$ cat config.mk
export PLATFORM = sky130hd
export DESIGN_NAME = rng_lfsr_gen
export DESIGN_NICKNAME = d
export VERILOG_FILES = /design/src/rtl/rng_pkg.sv /design/src/rtl/rng_lfsr_core.sv /design/src/rtl/rng_lfsr_gen.sv
export SDC_FILE = /design/constraint.sdc
export NUM_CORES = 1
export LEC_CHECK = 0
export ABC_AREA = 1
export CORE_MARGIN = 4
export CORE_UTILIZATION = 52
export CTS_BUF_LIST = sky130_fd_sc_hd__clkbuf_8 sky130_fd_sc_hd__clkbuf_16
export DETAILED_ROUTE_END_ITERATION = 10
export GPL_TIMING_DRIVEN = 0
export PLACE_DENSITY = 0.92
export SYNTH_ARGS = -nofsm -noshare
export SYNTH_HDL_FRONTEND = slang
export SYNTH_SLANG_ARGS = --single-unit
$ cat constraint.sdc
create_clock -name clk -period 1.88 [get_ports clk]
set_clock_uncertainty 0.05 [all_clocks]
set_input_delay 0.188 -clock clk [delete_from_list [all_inputs] [get_ports clk]]
set_output_delay 0.188 -clock clk [all_outputs]
set_load 0.03 [all_outputs]
$ cat src/rtl/rng_pkg.sv
// Shared types and helpers for the rng_lfsr_gen entropy source.
// Defines the FSM encoding, the health repeat limit and a single LFSR step.
package rng_pkg;

  typedef enum logic [1:0] {
    ST_IDLE   = 2'd0,
    ST_WARMUP = 2'd1,
    ST_RUN    = 2'd2
  } rng_state_e;

  localparam int unsigned HEALTH_REP_LIMIT = 4;
  localparam int unsigned LFSR_MAX_W       = 256;

  // One Fibonacci step on the low `width` bits; bits above width must be zero.
  function automatic logic [LFSR_MAX_W-1:0] lfsr_step(
    input logic [LFSR_MAX_W-1:0] state,
    input logic [LFSR_MAX_W-1:0] poly,
    input int unsigned           width
  );
    logic                  fb;
    logic [LFSR_MAX_W-1:0] fb_vec;
    fb     = ^(poly & state);
    fb_vec = {{(LFSR_MAX_W-1){1'b0}}, fb} << (width - 32'd1);
    return (state >> 1) | fb_vec;
  endfunction

endpackage

$ cat src/rtl/rng_lfsr_core.sv
// LFSR state and tap-mask registers with STEPS_PER_CYC unrolled steps per clock.
// A zero seed or an all-zero next state is replaced by DEFAULT_SEED.
module rng_lfsr_core
  import rng_pkg::*;
#(
  parameter int unsigned WIDTH         = 64,
  parameter int unsigned STEPS_PER_CYC = 1,
  parameter logic [63:0] DEFAULT_SEED  = 64'h1
) (
  input  logic             clk,
  input  logic             rst,
  input  logic             i_load,
  input  logic             i_advance,
  input  logic [WIDTH-1:0] i_seed,
  input  logic [WIDTH-1:0] i_poly,
  output logic [WIDTH-1:0] o_next,
  output logic             o_next_zero,
  output logic             o_seed_zero
);

  localparam logic [WIDTH-1:0] SUB_SEED = WIDTH'(DEFAULT_SEED);

  logic [WIDTH-1:0] r_state;
  logic [WIDTH-1:0] r_poly;
  logic [WIDTH-1:0] w_chain [STEPS_PER_CYC+1];
  logic [WIDTH-1:0] w_raw;

  assign w_chain[0] = r_state;

  for (genvar g = 0; g < STEPS_PER_CYC; g++) begin : g_step
    assign w_chain[g+1] = WIDTH'(lfsr_step(LFSR_MAX_W'(w_chain[g]), LFSR_MAX_W'(r_poly), WIDTH));
  end

  assign w_raw       = w_chain[STEPS_PER_CYC];
  assign o_next_zero = (w_raw == {WIDTH{1'b0}});
  assign o_seed_zero = (i_seed == {WIDTH{1'b0}});
  assign o_next      = o_next_zero ? SUB_SEED : w_raw;

  // State and tap mask; a load always overrides stepping.
  always_ff @(posedge clk) begin
    if (rst) begin
      r_state <= {WIDTH{1'b0}};
      r_poly  <= {WIDTH{1'b0}};
    end else if (i_load) begin
      r_state <= o_seed_zero ? SUB_SEED : i_seed;
      r_poly  <= i_poly;
    end else if (i_advance) begin
      r_state <= o_next;
    end else begin
      r_state <= r_state;
    end
  end

endmodule

$ cat src/rtl/rng_lfsr_gen.sv
// rng_lfsr_gen: LFSR entropy source with warm-up, decimation, valid/ready output and sticky flags.
// Define RNG_HEALTH_EN to build the repetition-count health test; otherwise health_fail_o is 0.
module rng_lfsr_gen
  import rng_pkg::*;
#(
  parameter int unsigned WIDTH         = 64,
  parameter int unsigned STEPS_PER_CYC = 1,
  parameter int unsigned DECIM         = 1,
  parameter int unsigned WARMUP_CYC    = 0,
  parameter logic [63:0] DEFAULT_SEED  = 64'h1
) (
  input  logic             clk,
  input  logic             rst,
  input  logic             load_i,
  input  logic [WIDTH-1:0] seed_i,
  input  logic [WIDTH-1:0] poly_i,
  output logic [WIDTH-1:0] rand_o,
  output logic             rand_valid_o,
  input  logic             rand_ready_i,
  input  logic             clr_flags_i,
  output logic             overrun_o,
  output logic             lockup_o,
  output logic             health_fail_o
);

  localparam logic [7:0]  DEC_LAST  = 8'(DECIM - 32'd1);
  localparam logic [9:0]  WARM_LAST = 10'(WARMUP_CYC - 32'd1);
  localparam rng_state_e  LOAD_NEXT = (WARMUP_CYC > 32'd0) ? ST_WARMUP : ST_RUN;

  rng_state_e       r_fsm;
  logic [9:0]       r_warm_cnt;
  logic [7:0]       r_dec_cnt;
  logic [WIDTH-1:0] r_rand;
  logic             r_valid;
  logic             r_overrun;
  logic             r_lockup;

  logic [WIDTH-1:0] w_next;
  logic             w_next_zero;
  logic             w_seed_zero;
  logic             w_advance;
  logic             w_wrap;
  logic             w_prod;
  logic             w_health_block;
  logic             w_lock_set;

  assign w_advance  = (r_fsm != ST_IDLE) && !load_i;
  assign w_wrap     = (r_fsm == ST_RUN) && (r_dec_cnt == DEC_LAST) && !load_i;
  assign w_prod     = w_wrap && !w_health_block;
  assign w_lock_set = (load_i && w_seed_zero) || (w_advance && w_next_zero);

  rng_lfsr_core #(
    .WIDTH        (WIDTH),
    .STEPS_PER_CYC(STEPS_PER_CYC),
    .DEFAULT_SEED (DEFAULT_SEED)
  ) u_core (
    .clk        (clk),
    .rst        (rst),
    .i_load     (load_i),
    .i_advance  (w_advance),
    .i_seed     (seed_i),
    .i_poly     (poly_i),
    .o_next     (w_next),
    .o_next_zero(w_next_zero),
    .o_seed_zero(w_seed_zero)
  );

  // Sequencer: load restarts warm-up/decimation from zero in any state.
  always_ff @(posedge clk) begin
    if (rst) begin
      r_fsm      <= ST_IDLE;
      r_warm_cnt <= 10'd0;
      r_dec_cnt  <= 8'd0;
    end else if (load_i) begin
      r_fsm      <= LOAD_NEXT;
      r_warm_cnt <= 10'd0;
      r_dec_cnt  <= 8'd0;
    end else begin
      case (r_fsm)
        ST_IDLE: begin
          r_fsm <= ST_IDLE;
        end
        ST_WARMUP: begin
          if (r_warm_cnt == WARM_LAST) begin
            r_fsm      <= ST_RUN;
            r_warm_cnt <= 10'd0;
          end else begin
            r_warm_cnt <= r_warm_cnt + 10'd1;
          end
        end
        ST_RUN: begin
          r_dec_cnt <= (r_dec_cnt == DEC_LAST) ? 8'd0 : r_dec_cnt + 8'd1;
        end
        default: begin
          r_fsm      <= ST_IDLE;
          r_warm_cnt <= 10'd0;
          r_dec_cnt  <= 8'd0;
        end
      endcase
    end
  end

  // Output word: a new word may replace the current one only in the cycle it is taken.
  always_ff @(posedge clk) begin
    if (rst) begin
      r_rand  <= {WIDTH{1'b0}};
      r_valid <= 1'b0;
    end else if (load_i) begin
      r_valid <= 1'b0;
    end else if (w_prod && (!r_valid || rand_ready_i)) begin
      r_rand  <= w_next;
      r_valid <= 1'b1;
    end else if (r_valid && rand_ready_i) begin
      r_valid <= 1'b0;
    end else begin
      r_valid <= r_valid;
    end
  end

  // Sticky flags: a set event in the same cycle as clr_flags_i keeps the flag set.
  always_ff @(posedge clk) begin
    if (rst) begin
      r_overrun <= 1'b0;
      r_lockup  <= 1'b0;
    end else begin
      r_overrun <= (w_prod && r_valid && !rand_ready_i) || (r_overrun && !clr_flags_i);
      r_lockup  <= w_lock_set || (r_lockup && !clr_flags_i);
    end
  end

`ifdef RNG_HEALTH_EN
  localparam logic [2:0] REP_LIMIT = 3'(HEALTH_REP_LIMIT);

  logic [WIDTH-1:0] r_last_word;
  logic [2:0]       r_rep_cnt;
  logic [2:0]       w_rep_next;
  logic             r_health_fail;

  // Length of the run of identical produced words including the current one.
  always_comb begin
    w_rep_next = 3'd1;
    if ((r_rep_cnt != 3'd0) && (w_next == r_last_word)) begin
      w_rep_next = (r_rep_cnt == REP_LIMIT) ? REP_LIMIT : r_rep_cnt + 3'd1;
    end else begin
      w_rep_next = 3'd1;
    end
  end

  // Repeat tracker; a count of zero means no word since the last load.
  always_ff @(posedge clk) begin
    if (rst) begin
      r_last_word <= {WIDTH{1'b0}};
      r_rep_cnt   <= 3'd0;
    end else if (load_i) begin
      r_rep_cnt <= 3'd0;
    end else if (w_prod) begin
      r_last_word <= w_next;
      r_rep_cnt   <= w_rep_next;
    end else begin
      r_rep_cnt <= r_rep_cnt;
    end
  end

  // Health alarm latches on the word that completes the repeat run.
  always_ff @(posedge clk) begin
    if (rst) begin
      r_health_fail <= 1'b0;
    end else begin
      r_health_fail <= (w_prod && (w_rep_next == REP_LIMIT)) || (r_health_fail && !clr_flags_i);
    end
  end

  assign w_health_block = r_health_fail;
  assign health_fail_o  = r_health_fail;
`else
  assign w_health_block = 1'b0;
  assign health_fail_o  = 1'b0;
`endif

  assign rand_o       = r_rand;
  assign rand_valid_o = r_valid;
  assign overrun_o    = r_overrun;
  assign lockup_o     = r_lockup;

endmodule
==> impl_metrics.csv <==
group,metric,value,unit
floorplan,die_area,21110,um^2
job,maxCapViolCount,0,
worst_setup_path,cp_data_required_time,2260,ps
worst_setup_path,worstPathArrival,2430,ps
worst_setup_path,worst-path-buf-inv,1,
grt,antenna_found_initial,0,
hold_path,min_path_cells,3,
worst_setup_path,ff2ff_setup_slack,-170,ps
yosys,ys_ff_latch,204,
timing,period_share,108.9,%
layout,final_cell_mix,"nand2_1, clkdlybuf4s50_1, o21ai_0",
yosys,syn-cell-area,9802,um^2
clock_tree,clock_latency,510,ps
timing,max-slew-margin-rel,57.73,%
clock_tree,cts_buffers,22,
detailed_routing,ant_nets,0,
floorplan,initial_core_util,53.65,%
placed_design,portBuffers,198,
clock_tree,h-tree-depth,1,
timing,finalCriticalPeriod,2047,ps
clock_tree,clockBufferDepth,3,
detailed_routing,routed_via_density,5.860,
worst_setup_path,start_kind,"register",
detailed_routing,wl_per_cell,18.69,um
timing,hold_violations,0,
yosys,syn_inst,1475,
worst_setup_path,cp_num_cells,16,
power,ir_worst_vdd,0.5766,mV
hold_path,worstHoldStart,"poly_i[10]",
grt,grt_pass1_vias,10581,
yosys,synth-simple-area-share,27.62,%
worst_setup_path,r2r_cells,16,
worst_setup_path,cp-end-kind,"register",
grt,grt_max_degree,14,
timing,setup_viol,52,
yosys,synth_xor_area_share,1.366,%
yosys,syn-num-nets,1610,
layout,final_common_cell,"nand2_1",
yosys,ys_warn_count,0,
floorplan,core_area,18270,um^2
layout,fill_cells,1124,
worst_setup_path,critPathKind,"register to register",
grt,grt-ovfl-total,0,
timing,hold_ws,202.5,ps
layout,diodes,0,
detailed_routing,routed_wirelength,37010,um
grt,grt_pass1_wl,51760,um
layout,area_delta_synth_final,44.93,%
detailed_routing,dr.pass1.iters,8,
yosys,yosys.area_share.adder,0.2553,%
hold_path,hp-class,"input pin to register",
worst_setup_path,r2r_start,"u_core.r_state[9]",
grt,grt.total_usage,29.15,%
worst_setup_path,cp_max_fo,4,
clock_tree,cts_tree,"yes",
yosys,synth_compound_area_share,18.32,%
timing,setup_ws,-167.0,ps
placed_design,post-place-ws,-663.8,ps
yosys,synth_seq_area_share,41.66,%
layout,drive_gt1_share,22.27,%
worst_setup_path,crit_family,"simple AND/OR/NAND/NOR gates",
worst_setup_path,slowest_delay,340,ps
placed_design,dp_hpwl,22540,um
yosys,synth_mux_area_share,0,%
timing,fmax,488.5,MHz
power,p_leak,6.607,nW
outcome,violations,"setup timing",
yosys,ys_types,33,
worst_setup_path,path_cells,"nand2_2 > xor2_2 > nand2_1 > nand2_1 > nand2_1 > nand2_2 > nand2_2 > inv_1 > nor2_1 > nand2_1 > nand2_2 > nand2_2 > nand3_2 > nand2_2 > nand2_1 > a21oi_2",
floorplan,die_y,145.3,um
placed_design,place.gp.congestion,0.9343,
timing,setup_tns,-1627,ps
outcome,status,"finished, violations left",
floorplan,rows,49,
timing,worst_pin_slew,634.1,ps
power,power_density,808.3,nW/um^2
detailed_routing,drt_iter0_drc,1463,
yosys,synth_top_family_by_area,"simple AND/OR/NAND/NOR gates",
worst_setup_path,r2r-end,"u_core.r_state[0]",
clock_tree,cts_root_buf,"clkbuf_16",
clock_tree,path_clk_slew,70,ps
detailed_routing,via_count,11603,
worst_setup_path,worst_path_max_delay_cell,"dfxtp_2",
clock_tree,clock_sinks,204,
layout,nets,1874,
layout,layout.area.seq,4274,um^2
floorplan,ios,201,
timing,grt_setup_unrepaired,"true",
layout,multi_input_area,5216,um^2
timing,slew_viol_final,0,
floorplan,die_x,145.3,um
hold_path,min_to,"u_core.r_poly[10]",
yosys,syn_area_per_cell,6.645,um^2
worst_setup_path,timing.critical_path.mode_cell,"nand2_2",
detailed_routing,post-route-drc-count,0,
[routing by layer]
| layer | wire length [um] | track usage [%] | up-vias | part of all wire [%] |
|---|---|---|---|---|
| li1 | - | - | 5240 | - |
| met3 | 3914 | 5.737 | 245 | 11 |
| met1 | 13190 | 35.38 | 5251 | 36 |
| met5 | 0 | 0 | - | 0 |
| met2 | 17490 | 49.94 | 867 | 47 |
| met4 | 2422 | 13.53 | 0 | 6.5 |
[repair_timing]
| action | in CTS | in global routing |
|---|---|---|
| hold buffers | 0 | 0 |
| gates resized for setup | 109 | 251 |
| pin swaps | 8 | 84 |
| setup buffers | 16 | 17 |
| gates cloned | 3 | 8 |
| endpoints found under the setup margin | 165 | 116 |
[how the worst max path moves through the flow]
stage,start,to
final,u_core.r_state[9],u_core.r_state[0]
after global routing,u_core.r_poly[9],u_core.r_state[0]
after CTS,r_dec_cnt[1],rand_o[7]
after detailed placement,rst,u_core.r_poly[42]
after global placement,rst,u_core.r_poly[42]
after floorplan,r_dec_cnt[1],rand_o[10]
[sequential cells by signal (all words and copies together), names as in the netlist]
register,cells
r_fsm,1
u_core.r_state,64
r_dec_cnt,8
rand_o,64
u_core.r_poly,64
overrun_o,1
lockup_o,1
rand_valid_o,1
[worst min-delay path, delay by kind of cell]
family	cells	cell delay (ps)
buf+inv	1	400
simple gates	2	150
[cells by family (layout without fill, tap and decap cells)]
logic type / Yosys count / in the layout
fa+ha+maj: 2 / 2
xor+xnor: 11 / 11
other cells: 1 / 1
buf+inv: 272 / 548
compound gates: 324 / 324
simple gates: 661 / 661
flops: 204 / 204
[synth_stat cells]
cell type,instances,area [um^2]
nand2_1,414,1554
dfxtp_1,204,4084
o21ai_0,189,945.9
inv_1,182,683.2
nor2_1,152,570.6
a21oi_1,65,325.3
a22oi_1,63,473.0
clkbuf_1,38,142.6
nor4_1,29,181.4
nand2_2,27,168.9
inv_2,20,75.07
buf_2,18,90.09
nand3_1,14,70.07
buf_1,9,33.78
nand4_1,8,50.05
xor2_1,6,52.55
nor3_1,5,25.02
xnor2_2,5,81.33
or4_1,4,30.03
nor3b_1,3,22.52
a31oi_1,2,12.51
and3_1,2,12.51
buf_4,2,15.01
clkinv_1,2,7.510
ha_1,2,25.02
nor2_2,2,12.51
o21bai_1,2,15.01
a211oi_1,1,7.510
a21oi_2,1,8.760
clkbuf_2,1,5.000
conb_1,1,3.750
nand3_2,1,10.01
o21a_1,1,7.510
[stage by stage]
step	instances	cell area, um^2	util, %	power (mW)
2_1_floorplan	1475	9802	-	5.927
6_report	1980	14210	77.76	11.48
4_1_cts	1957	13320	72.89	11.09
5_1_grt	1980	14210	77.76	11.81
3_5_place_dp	1902	12070	66.07	6.758
3_3_place_gp	1902	12070	66.07	6.694
[cell type report]
class	count	area share, %
Buffer	68	3.030
Clock inverter	9	0.5108
Inverter	204	5.461
Clock buffer	27	4.439
Tap cell	229	2.017
Sequential cell	204	30.09
Timing Repair Buffer	240	17.74
Multi-Input combinational cell	999	36.72
[power by group]
part	leakage [nW]	switching [mW]	internal, mW
combinational	4.53	1.34	0.986
sequential	1.72	0.259	4.60
clock	0.357	1.80	2.49
total	6.61	3.40	8.08
Note: power is estimated with default switching activity, not from simulation.
